`src/rtl/leitor_display.sv`:
```
// Receive-side monitor for a 4-digit multiplexed 7-segment scan bus.
// Rebuilds the shown digits, debounces them across scans and flags scan faults.
module leitor_display #(
  parameter bit DIG_ATIVO_BAIXO  = 1'b1,
  parameter bit SEG_ATIVO_BAIXO  = 1'b1,
  parameter int QUADROS_ESTAVEIS = 2,
  parameter int TIMEOUT          = 64
) (
  input  logic        CLK,
  input  logic        RST,
  input  logic [3:0]  BITS_DIGITOS,
  input  logic [6:0]  BITS_SEGMENTOS,
  output logic [19:0] DIGITOS,
  output logic [3:0]  VALIDO,
  output logic        QUADRO,
  output logic        ERRO_SCAN,
  output logic        SCAN_PARADO
);

  localparam logic [2:0] QE    = 3'(QUADROS_ESTAVEIS);
  localparam logic [7:0] LIMIT = 8'(TIMEOUT);
  localparam logic [4:0] BLANK = 5'h10;

  // Segment word is active-high here: [6]=a ... [0]=g.
  function automatic logic [4:0] decodifica(input logic [6:0] s);
    case (s)
      7'h7E:   decodifica = 5'h00;
      7'h30:   decodifica = 5'h01;
      7'h6D:   decodifica = 5'h02;
      7'h79:   decodifica = 5'h03;
      7'h33:   decodifica = 5'h04;
      7'h5B:   decodifica = 5'h05;
      7'h5F:   decodifica = 5'h06;
      7'h70:   decodifica = 5'h07;
      7'h7F:   decodifica = 5'h08;
      7'h7B:   decodifica = 5'h09;
      7'h77:   decodifica = 5'h0A;
      7'h1F:   decodifica = 5'h0B;
      7'h4E:   decodifica = 5'h0C;
      7'h3D:   decodifica = 5'h0D;
      7'h4F:   decodifica = 5'h0E;
      7'h47:   decodifica = 5'h0F;
      7'h00:   decodifica = BLANK;
      default: decodifica = 5'h1F;
    endcase
  endfunction

  function automatic logic multiplo(input logic [3:0] s);
    multiplo = (s & (s - 4'd1)) != 4'd0;
  endfunction

  logic [3:0] sel1, sel2;
  logic [6:0] seg1, seg2;
  logic [4:0] cand [4];
  logic [2:0] cnt  [4];
  logic [3:0] seen;
  logic [7:0] parado_cnt;

  logic [4:0] dec;
  logic [3:0] queda;
  logic [3:0] seen_next;
  logic [7:0] parado_next;
  logic [2:0] cnt_next [4];
  logic       igual    [4];

  always_comb begin
    dec       = decodifica(seg2);
    // Sample on the falling select, using the word from the last lit cycle.
    queda     = sel2 & ~sel1 & {4{~multiplo(sel2)}};
    seen_next = seen | queda;
    if (sel1 != sel2) begin
      parado_next = 8'd0;
    end else if (parado_cnt != 8'hFF) begin
      parado_next = parado_cnt + 8'd1;
    end else begin
      parado_next = parado_cnt;
    end
    for (int i = 0; i < 4; i++) begin
      igual[i] = (dec == cand[i]);
      if (!igual[i]) begin
        cnt_next[i] = 3'd1;
      end else if (cnt[i] < QE) begin
        cnt_next[i] = cnt[i] + 3'd1;
      end else begin
        cnt_next[i] = QE;
      end
    end
  end

  always_ff @(posedge CLK) begin
    if (RST) begin
      sel1        <= 4'd0;
      sel2        <= 4'd0;
      seg1        <= 7'd0;
      seg2        <= 7'd0;
      seen        <= 4'd0;
      parado_cnt  <= 8'd0;
      DIGITOS     <= {4{BLANK}};
      VALIDO      <= 4'd0;
      QUADRO      <= 1'b0;
      ERRO_SCAN   <= 1'b0;
      SCAN_PARADO <= 1'b0;
      for (int i = 0; i < 4; i++) begin
        cand[i] <= BLANK;
        cnt[i]  <= 3'd0;
      end
    end else begin
      sel1        <= BITS_DIGITOS ^ {4{DIG_ATIVO_BAIXO}};
      seg1        <= BITS_SEGMENTOS ^ {7{SEG_ATIVO_BAIXO}};
      sel2        <= sel1;
      seg2        <= seg1;
      parado_cnt  <= parado_next;
      SCAN_PARADO <= (parado_next >= LIMIT);
      if (multiplo(sel1)) begin
        ERRO_SCAN <= 1'b1;
      end
      for (int i = 0; i < 4; i++) begin
        if (queda[i]) begin
          cand[i] <= dec;
          cnt[i]  <= cnt_next[i];
          if (cnt_next[i] == QE) begin
            DIGITOS[5*i +: 5] <= dec;
            VALIDO[i]         <= 1'b1;
          end
        end
      end
      // The completing sample clears the whole mask, its own bit included.
      if (seen_next == 4'hF) begin
        QUADRO <= 1'b1;
        seen   <= 4'd0;
      end else begin
        QUADRO <= 1'b0;
        seen   <= seen_next;
      end
    end
  end

endmodule

```
`config.mk`:
```
export PLATFORM = sky130hd
export DESIGN_NAME = leitor_display
export DESIGN_NICKNAME = d
export VERILOG_FILES = /design/src/rtl/leitor_display.sv
export SDC_FILE = /design/constraint.sdc
export NUM_CORES = 1
export LEC_CHECK = 0
export ABC_AREA = 0
export CELL_PAD_IN_SITES_DETAIL_PLACEMENT = 0
export CELL_PAD_IN_SITES_GLOBAL_PLACEMENT = 1
export CORE_ASPECT_RATIO = 1.2
export CORE_MARGIN = 3
export CORE_UTILIZATION = 45
export CTS_CLUSTER_DIAMETER = 100
export DETAILED_ROUTE_END_ITERATION = 6
export MAX_ROUTING_LAYER = met4
export PLACE_DENSITY = 0.88
export SYNTH_ARGS = -nofsm -noshare
export SYNTH_HDL_FRONTEND = slang
export SYNTH_SLANG_ARGS = --single-unit
```
`constraint.sdc`:
```
create_clock -name CLK -period 3.2 [get_ports CLK]
set_clock_uncertainty 0.05 [all_clocks]
set_input_delay 0.64 -clock CLK [delete_from_list [all_inputs] [get_ports CLK]]
set_output_delay 0.64 -clock CLK [all_outputs]
set_load 0.02 [all_outputs]
```
**Word level (Yosys, flattened, before mapping)**

Memory sizes are Yosys's and may differ from the RTL's.
Cells that the tools add are included.

- Add/sub/neg operators: 7
- Order comparisons: 5
- Equality and inequality tests: 27
- Multiplexer cells: 34
- Bitwise gates (word level): 17
- Reductions and logical operators: 8

Operator list:

| cell | number |
|---|---|
| 5-bit case mux with 17 select lines | 1 |
| 7-bit equality test (second input constant) | 12 |
| 3-bit two-way mux | 12 |
| 7-bit by 6-bit equality test with 1-bit output (second input constant) | 3 |
| 5-bit equality test | 4 |
| 5-bit two-way mux | 4 |
| 4-bit bitwise AND | 4 |
| 8-bit two-way mux | 2 |
| 1-bit two-way mux | 15 |
| 3-bit by 1-bit adder with 3-bit output (second input constant) | 4 |
| 3-bit by 2-bit equality test with 1-bit output (second input constant) | 4 |
| 3-bit by 2-bit less-than comparator with 1-bit output (second input constant) | 4 |
| 8-bit by 1-bit adder with 8-bit output (second input constant) | 1 |
| 8-bit by 7-bit >= comparator with 1-bit output (second input constant) | 1 |
| 8-bit inequality test (second input constant) | 1 |
| 4-bit inverter | 2 |
| 1-bit OR | 8 |
| 2-bit AND reduction | 4 |
| 4-bit nonzero test | 2 |
| 4-bit by 1-bit subtractor with 4-bit output (second input constant) | 2 |
| 7-bit by 5-bit equality test with 1-bit output (second input constant) | 1 |
| 7-bit logical NOT | 1 |
| 7-bit inverter | 1 |
| 4-bit equality test (second input constant) | 1 |
| other kinds (4) | 4 |

- Register bits: 61
- Memory bits (writable): 32
- Input port bits: 13
- Memories kept: 2

Memory list:

| memory | words | width | rd ports | clocked after memory_dff | write ports | line | RTL |
|---|---|---|---|---|---|---|---|
| cand | 4 | 5 | 4 | 0 | 4 | 54 | `logic [4:0] cand [4];` |
| cnt | 4 | 3 | 4 | 0 | 4 | 55 | `logic [2:0] cnt [4];` |

**Longest topological paths before layout**

Gate-level depths: netlist of run 1.

- Depth in word-level cells: 9
- Gate-level depth with buffers: 11

**Worst setup path after synthesis of run 1**

Ideal clock, no wire load.

- Kind: register to register
- Start: reg seg2[5]
- End: mem cnt[1][2], data pin
- Data arrival time: 2297 ps
- Data required time: 2895 ps
- Slack: 598 ps
- Stages on the path, launching flop included: 11
- Path through: dfxtp_1 -> buf_2 -> and3b_1 -> o2111ai_1 -> and3_4 -> nand4_1 -> nand2_1 -> buf_2 -> xor2_1 -> nor4_1 -> and3_1

RTL lines:

| item | line | RTL |
|---|---|---|
| start: declaration | 53 | `logic [6:0] seg1, seg2;` |
| start signal: assignment | 111 | `seg2 <= seg1;` |
| end: declaration | 55 |  |

**Final worst setup path of run 1**

- Start: reg seg2[4]
- End: reg DIGITOS[19]

- Word-level cells in the longest chain between the ends: 6
- Elaborated cells between the ends (all ways): 22
- Classes of those cells: eq/ne: 18; mux: 2; reduce/logical: 2

Ends and longest elaborated chain:

| item | line | RTL |
|---|---|---|
| 7-bit equality test, or another cell as far along | 26 | `case (s)` |
| 5-bit case mux with 17 select lines (*) | 26 |  |
| 5-bit equality test | 79 | `igual[i] = (dec == cand[i]);` |
| 3-bit two-way mux | 80 | `if (!igual[i]) begin` |
| 3-bit by 2-bit equality test with 1-bit output | 121 | `if (cnt_next[i] == QE) begin` |
| 2-bit AND reduction (no line) | -- |  |
| end signal: assignment | 98 | `DIGITOS <= {4{BLANK}};` |
| end: declaration | 13 | `output logic [19:0] DIGITOS,` |

Every way passes the cells marked *; elsewhere a longest branch is shown, timed or not.
A chain may end at the register's enable or synchronous reset.

==> results of run 1 <==
cells in the final DEF, fill, tap and decap left out, types with 13 or more instances in the layout:
cell | netlist | layout
nand2b_1 | 13 | 13
nor2b_1 | 20 | 20
clkdlybuf4s50_1 | 0 | 38
nand2_1 | 22 | 22
nor2_1 | 60 | 60
edfxtp_1 | 32 | 32
o21ai_0 | 28 | 28
dfxtp_1 | 61 | 54
a21oi_1 | 17 | 17
mux2i_1 | 15 | 15
report_power, final:
group	total, W	internal, W	switching, W
sequential	0.00130	0.00126	0.0000350
combinational	0.000263	0.000108	0.000155
clock	0.00112	0.000672	0.000443
total	0.00268	0.00204	0.000633
what timing repair did:
action / CTS / global route
buffers inserted: 0 / 1
gates resized for setup: 0 / 7
hold buffers: 0 / 0
endpoints found under the setup margin: 0 / 27
state kept, by name (all words and copies together), names as in the netlist:
register	flops
DIGITOS	20
cand	20
cnt	12
parado_cnt	8
seg1	7
seg2	7
VALIDO	4
seen	4
sel1	4
sel2	4
ERRO_SCAN	1
QUADRO	1
SCAN_PARADO	1
cell type report:
cell class                 count  area share
sequential                    93      0.4174
timing repair buffer          50     0.08915
multi-input combinational    326      0.3959
inverter                      10    0.007151
clock inverter                 5     0.01073
clock buffer                  11     0.05030
tap                          123     0.02932
worst max-delay path, cell delays in order (launching register included):
cell     delay, ns
dfxtp_2       0.45
nand3_1       0.17
or4_4         0.51
and3_4        0.20
a31oi_4       0.22
buf_4         0.25
mux2i_1       0.27
nand4_1       0.25
or2_1         0.36
mux2i_1       0.13
worst paths after layout:
kind | start | end | slack, ns | cells after the start
worst max register to register | seg2[4] | DIGITOS[19] | 0.22 | 9
worst max-delay path | seg2[4] | DIGITOS[19] | 0.22 | 9
worst min register to register | seg1[4] | seg2[4] | 0.39 | 1
worst min-delay path | seg1[4] | seg2[4] | 0.39 | 1
per-layer routing:
| layer | vias to the layer above | routed length (um) | track usage |
|---|---|---|---|
| met3 | 11 | 293 | 0.04602 |
| met5 | - | 0 | - |
| met1 | 1597 | 3923 | 0.2127 |
| met4 | 0 | 127 | 0.05800 |
| met2 | 44 | 4712 | 0.3052 |
| li1 | 1682 | - | - |
cells by family (layout without fill, tap and decap cells):
logic type                 Yosys count  in the layout  synth area share
and+or+nand+nor                    204            204            0.2496
DFF                                 93             93            0.4935
AOI/OAI and AO/OA                   75             75            0.1132
buffers and inverters               35             76           0.03650
xor gates and xnor gates            21             21           0.04330
muxes                               15             15           0.03395
adders and majority gates           11             11           0.02999
through the flow:
stage | power (W) | utilization | std cells | setup WS [ns]
floorplan | 0.001504 | - | 454 | 0.5983
global placement | 0.001577 | 0.5136 | 601 | 0.08351
detailed placement | 0.001587 | 0.5136 | 601 | 0.03241
CTS | 0.002704 | 0.5471 | 617 | 0.02461
global route | 0.002785 | 0.5488 | 618 | 0.01195
finish | 0.002677 | 0.5488 | 618 | 0.2181
==> flow_summary.toml, run 1 <==
[status]
status = "completed"

[power_and_ir_drop]
vdd_ir_drop_max_uv = 316.2
cellLeakagePower_nw = 1.980
powerDensity_nw_per_um2 = 510.1

[clock_network]
cts_tree = "yes"
clock_path_buffers = 2
clk_pin_slew_worst_paths_ns = 0.06
clk_latency_ns = 0.34
cts_sinks = 93
cts-htree-levels = 3
cts_root_buf = "clkbuf_16"
cts_buffers = 9

[sta]
hold_viol = 0
setup_tns_ns = 0
tightestPinTransition_ns = 0.5915
report.final.slew_viol_count = 0
relSlewSlack = 0.6057
timing.final.crit_share = 0.9318
period_minus_slack_ns = 2.982
holdWs_ns = 0.3867
timing.final.setup_violations = 0
rsz0062_at_grt = "false"
fmax_mhz = 335.4

[die]
die_w_um = 96.49
initial_utilization = 0.4623
rows = 39
io-pin-count = 40
coreArea_um2 = 9564
dieArea_um2 = 11060
dieHeight_um = 114.6

[global_routing]
grt_usage = 0.1823
grt_pass1_vias = 3327
grt_max_degree = 35
overflow = 0
antenna_found_initial = 0
grt_first_pass_wirelength_um = 15250

[layout]
syn2layout_area_growth_pct = 18.70
fillers = 865
layout-drive-gt1-share = 0.1152
seq_area_um2 = 2191
antennaDiodeCount = 0
multi_input_area_um2 = 2078
nNetsFinal = 512
fin_area_um2 = 5249

[setup_path]
worstPathRequired_ns = 3.37
start_kind = "flip-flop"
critPathKind = "reg2reg"
worst_ep_arrival_time_ns = 3.15
path_max_fanout = 12
cp-end-kind = "flip-flop"

[synthesis]
synth.net_count = 476
synthCells = 454
ys_seq_elements = 93
synth_common_cells = "dfxtp_1, nor2_1, edfxtp_1"
synth_area_leaders = "dfxtp_1, edfxtp_1, nor2_1"
synth_top_cell_area_share = 0.2762
synth_edf_count = 32
synth.most_common_cell = "dfxtp_1"
synthArstFlopShare = 0
synth_ff_type = "dfxtp_1"
yosys.area.top_type = "dfxtp_1"
synth_seq_area_share = 0.4935
avgSynthCellArea_um2 = 9.740
synth_warnings = 0
netlist_area_um2 = 4422
yosys.cell_types.count = 54

[placed_design]
portBuffers = 39
placed_area_um2 = 4912
dp_hpwl_um = 6642
gp_congestion = 0.8432

[flow_run]
max-cap-violations = 0

[detailed_routing]
drt_iter0_drc = 144
routedWlPerCell_um = 14.66
route.vias.total = 3334
post_drt_via_cell_ratio = 5.395
firstDrtPassIters = 4
finalWirelength_um = 9057
ant_nets = 0
route.detailed.drc = 0

[min_path]
hp-class = "reg2reg"
(Power assumes the default switching activity.)
==> run 2: changes to the inputs <==
--- a/config.mk
+++ b/config.mk
@@ -6,6 +6,7 @@
 export NUM_CORES = 1
 export LEC_CHECK = 0
 export ABC_AREA = 0
+export CAP_MARGIN = 20
 export CELL_PAD_IN_SITES_DETAIL_PLACEMENT = 0
 export CELL_PAD_IN_SITES_GLOBAL_PLACEMENT = 1
 export CORE_ASPECT_RATIO = 1.2
==> results of run 2 <==
The final DEF is identical to that of run 1; final timing and power are the same.
==> run 3: changes to the inputs <==
--- a/config.mk
+++ b/config.mk
@@ -6,7 +6,6 @@
 export NUM_CORES = 1
 export LEC_CHECK = 0
 export ABC_AREA = 0
-export CAP_MARGIN = 20
 export CELL_PAD_IN_SITES_DETAIL_PLACEMENT = 0
 export CELL_PAD_IN_SITES_GLOBAL_PLACEMENT = 1
 export CORE_ASPECT_RATIO = 1.2
==> results of run 3 <==
The final DEF is identical to that of run 1; final timing and power are the same.
